[src/rtl/uart_rx.sv]
// UART receiver: 8E1 frames, 16x oversampling, memory-mapped data/status.
// Level IRQ follows the rx_valid flag.
module uart_rx #(
    parameter int unsigned CLK_FREQ    = 50_000_000,
    parameter int unsigned BAUD        = 115_200,
    parameter logic [31:0] ADDR_DATA   = 32'h1000_0010,
    parameter logic [31:0] ADDR_STATUS = 32'h1000_0014
) (
    input  logic        clk,
    input  logic        rst_n,
    input  logic [31:0] r_addr_i,
    input  logic        r_enable_i,
    input  logic [31:0] w_addr_i,
    input  logic [31:0] w_data_i,
    input  logic        w_enable_i,
    output logic [31:0] data_o,
    output logic        irq_o,
    input  logic        rx
);

    localparam int unsigned DIV = CLK_FREQ / (BAUD * 16);
    localparam int unsigned DW  = (DIV > 1) ? $clog2(DIV) : 1;

    typedef enum logic [2:0] {
        S_IDLE,
        S_START,
        S_DATA,
        S_PARITY,
        S_STOP,
        S_BREAK
    } state_t;

    state_t        state_q, state_d;
    logic          rx_meta_q, rx_s_q, rx_prev_q;
    logic [DW-1:0] div_q;
    logic [3:0]    s_q;
    logic [7:0]    shift_q, shift_d;
    logic [2:0]    idx_q, idx_d;
    logic          perr_q, perr_d;
    logic [7:0]    byte_q, byte_d;
    logic          valid_q, valid_d;
    logic          pe_q, pe_d;
    logic          fe_q, fe_d;
    logic          ov_q, ov_d;
    logic [31:0]   data_q, data_d;

    logic tick, samp, start, commit, stop_bad, accept;
    logic data_rd, stat_rd, stat_wr, busy;
    logic [2:0] clr;

    assign tick = (div_q == DW'(DIV - 1));
    assign samp = tick && (s_q == 4'd7);

    always_comb begin
        state_d  = state_q;
        shift_d  = shift_q;
        idx_d    = idx_q;
        perr_d   = perr_q;
        start    = 1'b0;
        commit   = 1'b0;
        stop_bad = 1'b0;
        unique case (state_q)
            S_IDLE: begin
                if (rx_prev_q && !rx_s_q) begin
                    state_d = S_START;
                    start   = 1'b1;
                end
            end
            S_START: begin
                if (samp) begin
                    if (!rx_s_q) begin
                        state_d = S_DATA;
                        idx_d   = 3'd0;
                    end else begin
                        state_d = S_IDLE;
                    end
                end
            end
            S_DATA: begin
                if (samp) begin
                    shift_d[idx_q] = rx_s_q;
                    idx_d          = idx_q + 3'd1;
                    if (idx_q == 3'd7) state_d = S_PARITY;
                end
            end
            S_PARITY: begin
                if (samp) begin
                    perr_d  = rx_s_q ^ (^shift_q);
                    state_d = S_STOP;
                end
            end
            S_STOP: begin
                if (samp) begin
                    commit = 1'b1;
                    if (rx_s_q) begin
                        state_d = S_IDLE;
                    end else begin
                        stop_bad = 1'b1;
                        state_d  = S_BREAK;
                    end
                end
            end
            S_BREAK: begin
                if (rx_s_q) state_d = S_IDLE;
            end
            default: state_d = S_IDLE;
        endcase
    end

    // A commit racing a DATA read hands the old byte out and loads the new one
    always_comb begin
        data_rd = r_enable_i && (r_addr_i == ADDR_DATA);
        stat_rd = r_enable_i && (r_addr_i == ADDR_STATUS);
        stat_wr = w_enable_i && (w_addr_i == ADDR_STATUS);
        clr     = stat_wr ? w_data_i[3:1] : 3'b000;
        busy    = (state_q != S_IDLE);
        accept  = commit && (!valid_q || data_rd);
        byte_d  = accept ? shift_q : byte_q;
        valid_d = accept ? 1'b1 : (data_rd ? 1'b0 : valid_q);
        pe_d    = (pe_q & ~clr[0]) | (accept & perr_q);
        fe_d    = (fe_q & ~clr[1]) | (accept & stop_bad);
        ov_d    = (ov_q & ~clr[2]) | (commit & ~accept);
        data_d  = data_q;
        if (data_rd) begin
            data_d = {24'b0, byte_q};
        end else if (stat_rd) begin
            data_d = {27'b0, busy, ov_q, fe_q, pe_q, valid_q};
        end
    end

    always_ff @(posedge clk or negedge rst_n) begin
        if (!rst_n) begin
            state_q   <= S_IDLE;
            rx_meta_q <= 1'b1;
            rx_s_q    <= 1'b1;
            rx_prev_q <= 1'b1;
            div_q     <= '0;
            s_q       <= 4'd0;
            shift_q   <= 8'd0;
            idx_q     <= 3'd0;
            perr_q    <= 1'b0;
            byte_q    <= 8'd0;
            valid_q   <= 1'b0;
            pe_q      <= 1'b0;
            fe_q      <= 1'b0;
            ov_q      <= 1'b0;
            data_q    <= 32'd0;
        end else begin
            state_q   <= state_d;
            rx_meta_q <= rx;
            rx_s_q    <= rx_meta_q;
            rx_prev_q <= rx_s_q;
            if (start) begin
                div_q <= '0;
                s_q   <= 4'd0;
            end else if (tick) begin
                div_q <= '0;
                s_q   <= s_q + 4'd1;
            end else begin
                div_q <= div_q + DW'(1);
            end
            shift_q <= shift_d;
            idx_q   <= idx_d;
            perr_q  <= perr_d;
            byte_q  <= byte_d;
            valid_q <= valid_d;
            pe_q    <= pe_d;
            fe_q    <= fe_d;
            ov_q    <= ov_d;
            data_q  <= data_d;
        end
    end

    assign data_o = data_q;
    assign irq_o  = valid_q;

endmodule
[config.mk]
export PLATFORM = sky130hd
export DESIGN_NAME = uart_rx
export DESIGN_NICKNAME = d
export VERILOG_FILES = /design/src/rtl/uart_rx.sv
export SDC_FILE = /design/constraint.sdc
export NUM_CORES = 1
export LEC_CHECK = 0
export CAP_MARGIN = 40
export CELL_PAD_IN_SITES_DETAIL_PLACEMENT = 2
export CELL_PAD_IN_SITES_GLOBAL_PLACEMENT = 2
export CORE_MARGIN = 4
export CORE_UTILIZATION = 25
export DETAILED_ROUTE_END_ITERATION = 8
export PLACE_DENSITY_LB_ADDON = 0.1
export RECOVER_POWER = 50
export SLEW_MARGIN = 20
export SYNTH_ARGS = -nofsm -noshare
export SYNTH_HDL_FRONTEND = slang
export SYNTH_SLANG_ARGS = --single-unit
[constraint.sdc]
create_clock -name clk -period 5.2 [get_ports clk]
set_input_delay 1.04 -clock clk [delete_from_list [all_inputs] [get_ports clk]]
set_output_delay 1.04 -clock clk [all_outputs]
set_load 0.02 [all_outputs]
### Word level (Yosys, flattened, before mapping)

Cells that the tools add are included.

| storage, ports and cells | value |
|---|---|
| flip-flop bits (word level) | 71 |
| output and inout bits | 33 |
| logic and storage cells | 107 |

| operators by class | value |
|---|---|
| add/subtract/negate cells | 3 |
| $lt $le $gt $ge | 2 |
| equality and inequality tests | 19 |
| muxes and demuxes | 33 |
| bitwise logic cells | 14 |
| reduce and logical (&&, ||, !) cells | 21 |

Operator list:

| kind | number |
|---|---|
| $eq 32x29->1 const B | 3 |
| $mux 32 | 2 |
| $mux 3 | 12 |
| $pmux 3 s6 | 1 |
| $ne 2x2->1 const B | 8 |
| $mux 1 | 10 |
| $mux 5 | 2 |
| $eq 3x3->1 const B | 3 |
| $bwmux 8 | 1 |
| $mux 4 | 2 |
| $reduce_bool 2->1 | 4 |
| $reduce_xor 8->1 | 1 |
| $logic_and 1x1->1 | 7 |
| $reduce_and 7->1 | 1 |
| $and 1x1->1 | 6 |
| $eq 3x2->1 const B | 2 |
| $pmux 3 s2 | 1 |
| $add 5x1->5 const B | 1 |
| $eq 5x5->1 const B | 1 |
| $add 4x1->4 const B | 1 |
| $eq 4x3->1 const B | 1 |
| $lt 3x4->1 const B | 1 |
| $not 1->1 | 4 |
| $reduce_and 2->1 | 2 |
| 12 further kinds | 15 |

### Longest topological paths before layout

Gate-level depths: netlist (run 1).

| logic depth | value |
|---|---|
| depth after elaboration | 8 |
| mapped depth | 8 |

### Worst setup path before layout (run 1)

Ideal clock, no wire load.

| path | value |
|---|---|
| path type | input -> register |
| start | in r_addr_i[5] |
| end | reg data_q[0] (netlist: data_o[0]) |
| setup time | 0.125 ns |
| arrival time | 2.466 ns |
| required time | 5.075 ns |
| setup slack | 2.609 ns |
| cell stages on the path | 5 |
| buffers on the path | 0 |
| cells stage by stage | nor4b_1 > nand4_1 > nor3_4 > mux2_2 > mux2_2 |

| between the ends | value |
|---|---|
| longest elaborated chain between the ends | 3 |

Ends and longest elaborated chain:

| what | line | RTL |
|---|---|---|
| from (decl) | 11 | `input logic [31:0] r_addr_i,` |
| $eq 32x29->1, on equally long branches | 112, 113 |  |
| $logic_and 1x1->1, on equally long branches | 112, 113 |  |
| $mux 32 / $reduce_bool 2->1 (equally long branches) | -- |  |
| to (signal assigned) | 170 | `data_q <= data_d;` |
| to (decl) | 45 | `logic [31:0] data_q, data_d;` |

Parallel ways exist; a longest one is shown, timed or not.
A chain may end at the register's enable or synchronous reset.

==> results of run 1 <==
## flip-flops by register name, summed over array words and instances, names as in the netlist, 3 cells and up
name     flops
s_q          4
data_o       8
div_q        5
idx_q        3
state_q      3
shift_q      8
byte_q       8
## layout by cell type (no fill, tap or decap), types with 3 or more instances in the layout
cell type	instances
a21oi_1	4
a22o_1	6
clkbuf_8	5
clkdlybuf4s50_1	78
conb_1	24
dfrtp_1	44
ha_1	5
inv_1	9
mux2_2	21
mux2i_1	5
nand2_1	12
nand3_1	6
nand3b_1	3
nand4_1	4
nor2_1	19
nor3_1	5
nor4_1	10
nor4b_1	3
o22ai_1	4
xnor2_1	9
xor2_1	5
## path summary, 6_finish.rpt
check                      slack, ns           startpoint                endpoint  depth (start not counted)
setup / recovery                2.06                rst_n          fe_q$_DFF_PN0_                          2
hold / removal                  0.37  rx_meta_q$_DFF_PN1_        rx_s_q$_DFF_PN1_                          0
setup reg to reg                2.74   div_q[0]$_DFF_PN0_  shift_q[0]$_DFFE_PN0P_                          7
hold reg to reg                 0.37  rx_meta_q$_DFF_PN1_        rx_s_q$_DFF_PN1_                          0
max in group clk                2.17         r_addr_i[13]   byte_q[2]$_DFFE_PN0P_                          6
min in group asynchronous       1.64                rst_n      s_q[2]$_DFFE_PN0P_                          2
## stage by stage
step	utilization (%)	std cells	total power, uW
after CTS	35.07	445	821.6
final	35.03	445	802.0
after global routing	35.03	445	854.2
after floorplan	-	254	519.4
after detailed placement	34.21	437	591.7
after global placement	34.21	437	579.2
## logic make-up after synthesis
logic type      share of synthesized area (%)
compound gates                          6.195
xor+xnor                                4.818
fa+ha+maj                               2.458
buf+inv                                 10.23
flops                                   46.36
mux                                     11.26
other cells                            0.1474
simple gates                            18.53
## cell type report
class                   instances  area, um^2  share of cell area, %
multi-input cells             167        1191                  34.47
flip-flops and latches         47        1180                  34.14
repair buffers                 81       799.5                  23.14
well taps                     133       166.4                  4.815
clock buffers                   6       72.57                  2.100
inverters                       9       33.78                 0.9776
clock inverters                 2       12.51                 0.3621
## power by group through the flow
stage | clock network [uW] | registers [uW] | logic (uW)
CTS | 236 | 426 | 159
global route | 248 | 431 | 175
floorplan | 0 | 421 | 98.1
global placement | 0 | 431 | 148
finish | 222 | 425 | 155
detailed placement | 0 | 432 | 159
## worst register-to-register path, stage by stage, from the launching register on
cell,delay (ns)
dfrtp_1,0.41
inv_1,0.08
ha_1,0.16
and4b_1,0.44
nand4b_4,0.25
or3_4,0.46
nor3_1,0.18
mux2_2,0.36
## per-layer routing
layer	vias to the layer above	track usage (%)	part of all wire, %
met5	-	0	0
met4	0	3.246	1.2
met3	6	2.724	6.0
met2	62	21.93	48
met1	993	15.64	45
li1	923	-	-
==> impl_results.md, run 1 <==
- Router iterations before antenna repair: 2
- Clock power frac: 27.7%
- Total gr overflow: 0
- Outcome: complete, but fails checks
- Clk_skew: 0.01148 ns
- Total number of H-tree levels: 2
- Synth area leader: dfrtp_1
- Final Cycle Share: 60.29%
- Layout Area Growth over Synthesis: 35.79%
- Commonest cells in the netlist: dfrtp_1, buf_4, mux2_2
- Netlist cell types: 43
- Setup TNS: 0 ns
- Worst setup path class: input port to async pin
- # IOs: 134
- Drt drc: 0
- Nets: 417
- Crit Path Max Fanout: 47
- Required @ worst endpoint: 5.06 ns
- Synth Area per Inst: 11.02 um^2
- Post-synthesis cell area: 2545 um^2
- Tmin final: 3.135 ns
- Tot GR Track Use: 12.56%
- Placeable Area: 9864 um^2
- Fraction of layout cells with a size suffix above 1: 13.14%
- CTS root buffer: clkbuf_8
- Initial drt markers: 41
- Switch Pwr: 227.6 uW
- Crit path arrival time: 2.99 ns
- Inserted Clock Buffers: 5
- Initial antenna violation count: 0
- CP Capture Type: async pin
- WL final: 7.168 mm
- Failing checks: capacitance limit, slew limit
- Hold_buf cts: 0
- Static leakage: 0.001544 uW
- Sequential power share: 53.0%
- P_int: 574.4 uW
- Predominant post-synthesis flop cell: dfrtp_1
- Number of synthesis warnings: 0
- CP Buf/Inv Count: 2
- Comb power frac: 19.3%
- Setup Buffers After CTS: 0
- Normalized max-slew margin: -74.80%
- Die area: 11,860 um^2
- Initial Utilization: 25.80%
- Fmax achieved: 319.0 MHz
- Endpoints failing setup: 0
- Routed vias/inst: 4.458
- I/O Buffers: 80
- Fin area: 3456 um^2
- DP Area: 3374 um^2
- Ant diodes: 0
- Number of flops mapped to enable cells by yosys: 0
- Wirelength per Cell: 16.11 um
- Total number of vias: 1,984
- Worst Tran Pin Value: 2.622 ns
- Largest delay share family, worst path: buffers and inverters
- Worst vdd ir: 0.08902 mV
- CP max stage cell: clkbuf_1
- FP Rows: 36
- WHS: 0.3701 ns
- Pwr dens: 232.1 nW/um^2
- Max-slew violations: 48
- Hold crit path type: flop to flop
- Final worst slack: 2.065 ns
- DIE WIDTH: 108.9 um
- Final hold vios: 0
- CTS Buffer Depth: 2
- CTS tree: built
- MaxCap Viol Count: 1
- First-pass GRT wire length: 11.60 mm
- Async set-reset flop share out of synthesis: 100.0%
- Post-cts resize count: 0
- FILL cells: 1,067
- Startpoint types: input port
- DP Worst Slack: 1.780 ns
- Seq/Total Area, Yosys: 46.36%
- Chip Height: 108.9 um
- Routability cong.: 0.6971
- Clk slew on worst S/H paths: 0.10 ns
- Area contributors post-synth: dfrtp_1, mux2_2, buf_4, dfstp_2, xnor2_1
- Vias in the first global route: 2,205
- Post-DP HPWL: 5.696 mm
- Sw frac: 28.38%
- Worst path max stage delay: 1.85 ns
- Most common cell in the netlist: dfrtp_1
- Mapped Cells: 231
- Critical path, cell by cell: buf_2 -> clkbuf_1
- Clock sink count: 47
- Synth Register Bits: 47
- Area share of the largest cell type after synthesis: 43.26%
- Antenna Nets Post-Route: 0
- Largest net degree at the start of global routing: 48
- Clk Latency, worst-skew pair: 0.30 ns
- RSZ-0062 raised after global routing: no
No activity file was read; power rests on OpenSTA's default activity.
==> inputs of run 2 (changes only) <==
Settings changed: CORE_UTILIZATION 25 to 21.
Clock period 5.2 ns to 2.82 ns, I/O delays scaled along.
==> run 2 against run 1 <==
Non-clock buffer count increased by 3. Critical path depth increased by 5. The run now ends clean. Utilization decreased by 4.6 points. Critical path type is now flop to flop. Total power increased by 100%. Clock power increased to 2.5 times the previous value. Largest power group unchanged. First-iteration DRC count increased by 4.9%.
==> impl_results.md, run 2 (synthesis results as in run 1) <==
- MaxCap Viol Count: 0 (-1)
- Final hold vios: 0 (unchanged)
- Initial Utilization: 21.82% (-4.0 points)
- Commonest non-fill, non-tap cell in the layout: clkdlybuf4s50_1
- Setup TNS: 0 ns (unchanged)
- Required @ worst endpoint: 2.99 ns (-2.07 ns)
- Clk_skew: 0.005891 ns (-0.005591 ns)
- Most frequent cells in the layout: clkdlybuf4s50_1, dfrtp_1, conb_1
- CTS root buffer: clkbuf_16
- Setup Buffers After CTS: 0 (unchanged)
- Crit Path Max Fanout: 9 (-81%)
- Chip Height: 118.1 um (+8.4%)
- Post-DP HPWL: 5.758 mm (+1.1%)
- Crit path arrival time: 2.57 ns (-0.42 ns)
- FP Rows: 39 (+8.3%)
- CTS tree: built
- Clock sink count: 47 (unchanged)
- Final Cycle Share: 85.28%
- Total gr overflow: 0 (unchanged)
- First-pass GRT wire length: 11.99 mm (+3.3%)
- Vias in the first global route: 2,067 (-6.3%)
- Total number of H-tree levels: 2 (unchanged)
- Normalized max-slew margin: 4.838% (+80 points)
- Clk slew on worst S/H paths: 0.06 ns (-0.04 ns)
- CTS Buffer Depth: 2 (unchanged)
- Hold crit path type: flop to flop
- Static leakage: 0.001585 uW (+2.7%)
- Initial antenna violation count: 0 (unchanged)
- Pwr dens: 458.6 nW/um^2 (+98%)
- Worst setup path class: flop to flop
- RSZ-0062 raised after global routing: no
- Tmin final: 2.405 ns
- DIE WIDTH: 118.1 um (+8.4%)
- Router iterations before antenna repair: 2 (unchanged)
- Worst vdd ir: 0.3708 mV (+320%)
- I/O Buffers: 80 (unchanged)
- WHS: 0.3608 ns (-0.009360 ns)
- Initial drt markers: 43 (+4.9%)
- Clk Latency, worst-skew pair: 0.29 ns (about the same)
- Routability cong.: 0.6811 (-2.3%)
- Inserted Clock Buffers: 5 (unchanged)
- Outcome: finished, final reports clean
- Fraction of layout cells with a size suffix above 1: 13.42% (+0.28 points)
- Nets: 420 (+0.72%)
- Worst Tran Pin Value: 1.427 ns (-1.195 ns)
- Post-cts resize count: 0 (unchanged)
- Routed vias/inst: 4.303 (-3.5%)
- Die area: 13,940 um^2 (+18%)
- # IOs: 134 (unchanged)
- Ant diodes: 0 (unchanged)
- Max-slew violations: 0 (-100%)
- Endpoints failing setup: 0 (unchanged)
- CP Capture Type: flop
- Wirelength per Cell: 15.66 um (-2.8%)
- Layout Area Growth over Synthesis: 39.48%
- Drt drc: 0 (unchanged)
- Fmax achieved: 415.8 MHz
- Total number of vias: 1,962 (-1.1%)
- Tot GR Track Use: 10.66% (-1.9 points)
- Hold_buf cts: 0 (unchanged)
- Largest net degree at the start of global routing: 26 (-46%)
- Antenna Nets Post-Route: 0 (unchanged)
- WL final: 7.140 mm (-0.39%)
- Placeable Area: 11,660 um^2 (+18%)
- Startpoint types: flop
## run 2: cell count changes in the layout (fill, tap and decap cells not counted)
cell	delta
buf_2	-1
clkbuf_16	+5
clkinvlp_4	-1
buf_4	+3
clkinv_2	-1
buf_12	+1
clkbuf_8	-5
## run 2: layout make-up
cell class,count,area (um^2)
flip-flops and latches,47,1180
fillers,1307,8113
inverters,9,33.78
repair buffers,84,837.1
multi-input cells,167,1191
well taps,143,178.9
clock buffers,6,128.9
## run 2: power by group
group          internal (uW)  total (uW)  switching, uW  leakage, uW
sequential               730         783           53.9     0.000610
clock                    319         557            237    0.0000628
combinational            159         288            129     0.000911
## run 2: critical path, cell delays in order (launching register included)
cell and delay (ns):
dfrtp_1 0.41, inv_1 0.07, ha_1 0.16, and4b_1 0.41, nand4b_4 0.24, or3_4 0.46, nor3b_2 0.19, mux2_2 0.34
## run 2: worst paths after layout
path / cells after the start / from / end / slack [ns]
setup / recovery: 7 / div_q[0]$_DFF_PN0_ / shift_q[2]$_DFFE_PN0P_ / 0.42
hold / removal: 0 / rx_meta_q$_DFF_PN1_ / rx_s_q$_DFF_PN1_ / 0.36
setup reg to reg: 7 / div_q[0]$_DFF_PN0_ / shift_q[2]$_DFFE_PN0P_ / 0.42
hold reg to reg: 0 / rx_meta_q$_DFF_PN1_ / rx_s_q$_DFF_PN1_ / 0.36
max in group asynchronous: 1 / rst_n / s_q[2]$_DFFE_PN0P_ / 1.38
min in group asynchronous: 1 / rst_n / data_o[7]$_DFFE_PN0P_ / 0.60
## run 2: per-stage QoR
| stage | std cells | util (%) | area (um^2) | worst slack [ns] | power (uW) |
|---|---|---|---|---|---|
| after floorplan | 254 | - | 2631 | 0.7054 | 957.8 |
| after global placement | 450 | 29.34 | 3422 | 0.1120 | 1076 |
| after detailed placement | 450 | 29.34 | 3422 | 0.07188 | 1092 |
| after CTS | 456 | 30.45 | 3551 | 0.3680 | 1669 |
| after global routing | 456 | 30.44 | 3550 | 0.2533 | 1744 |
| final | 456 | 30.44 | 3550 | 0.4152 | 1628 |
## run 2: routing by layer
metal	wire (um)	global-route usage, %	part of all wire, %
met5	0	0	0
met4	100	3.516	1.4
met1	3528	14.82	49
met2	3015	15.68	42
met3	495	3.220	6.9
==> inputs of run 3 (changes only) <==
Settings changed: SETUP_SLACK_MARGIN set to 0.2.
==> results of run 3 <==
Same layout as run 2: the final DEF is identical, and so are final timing and power.
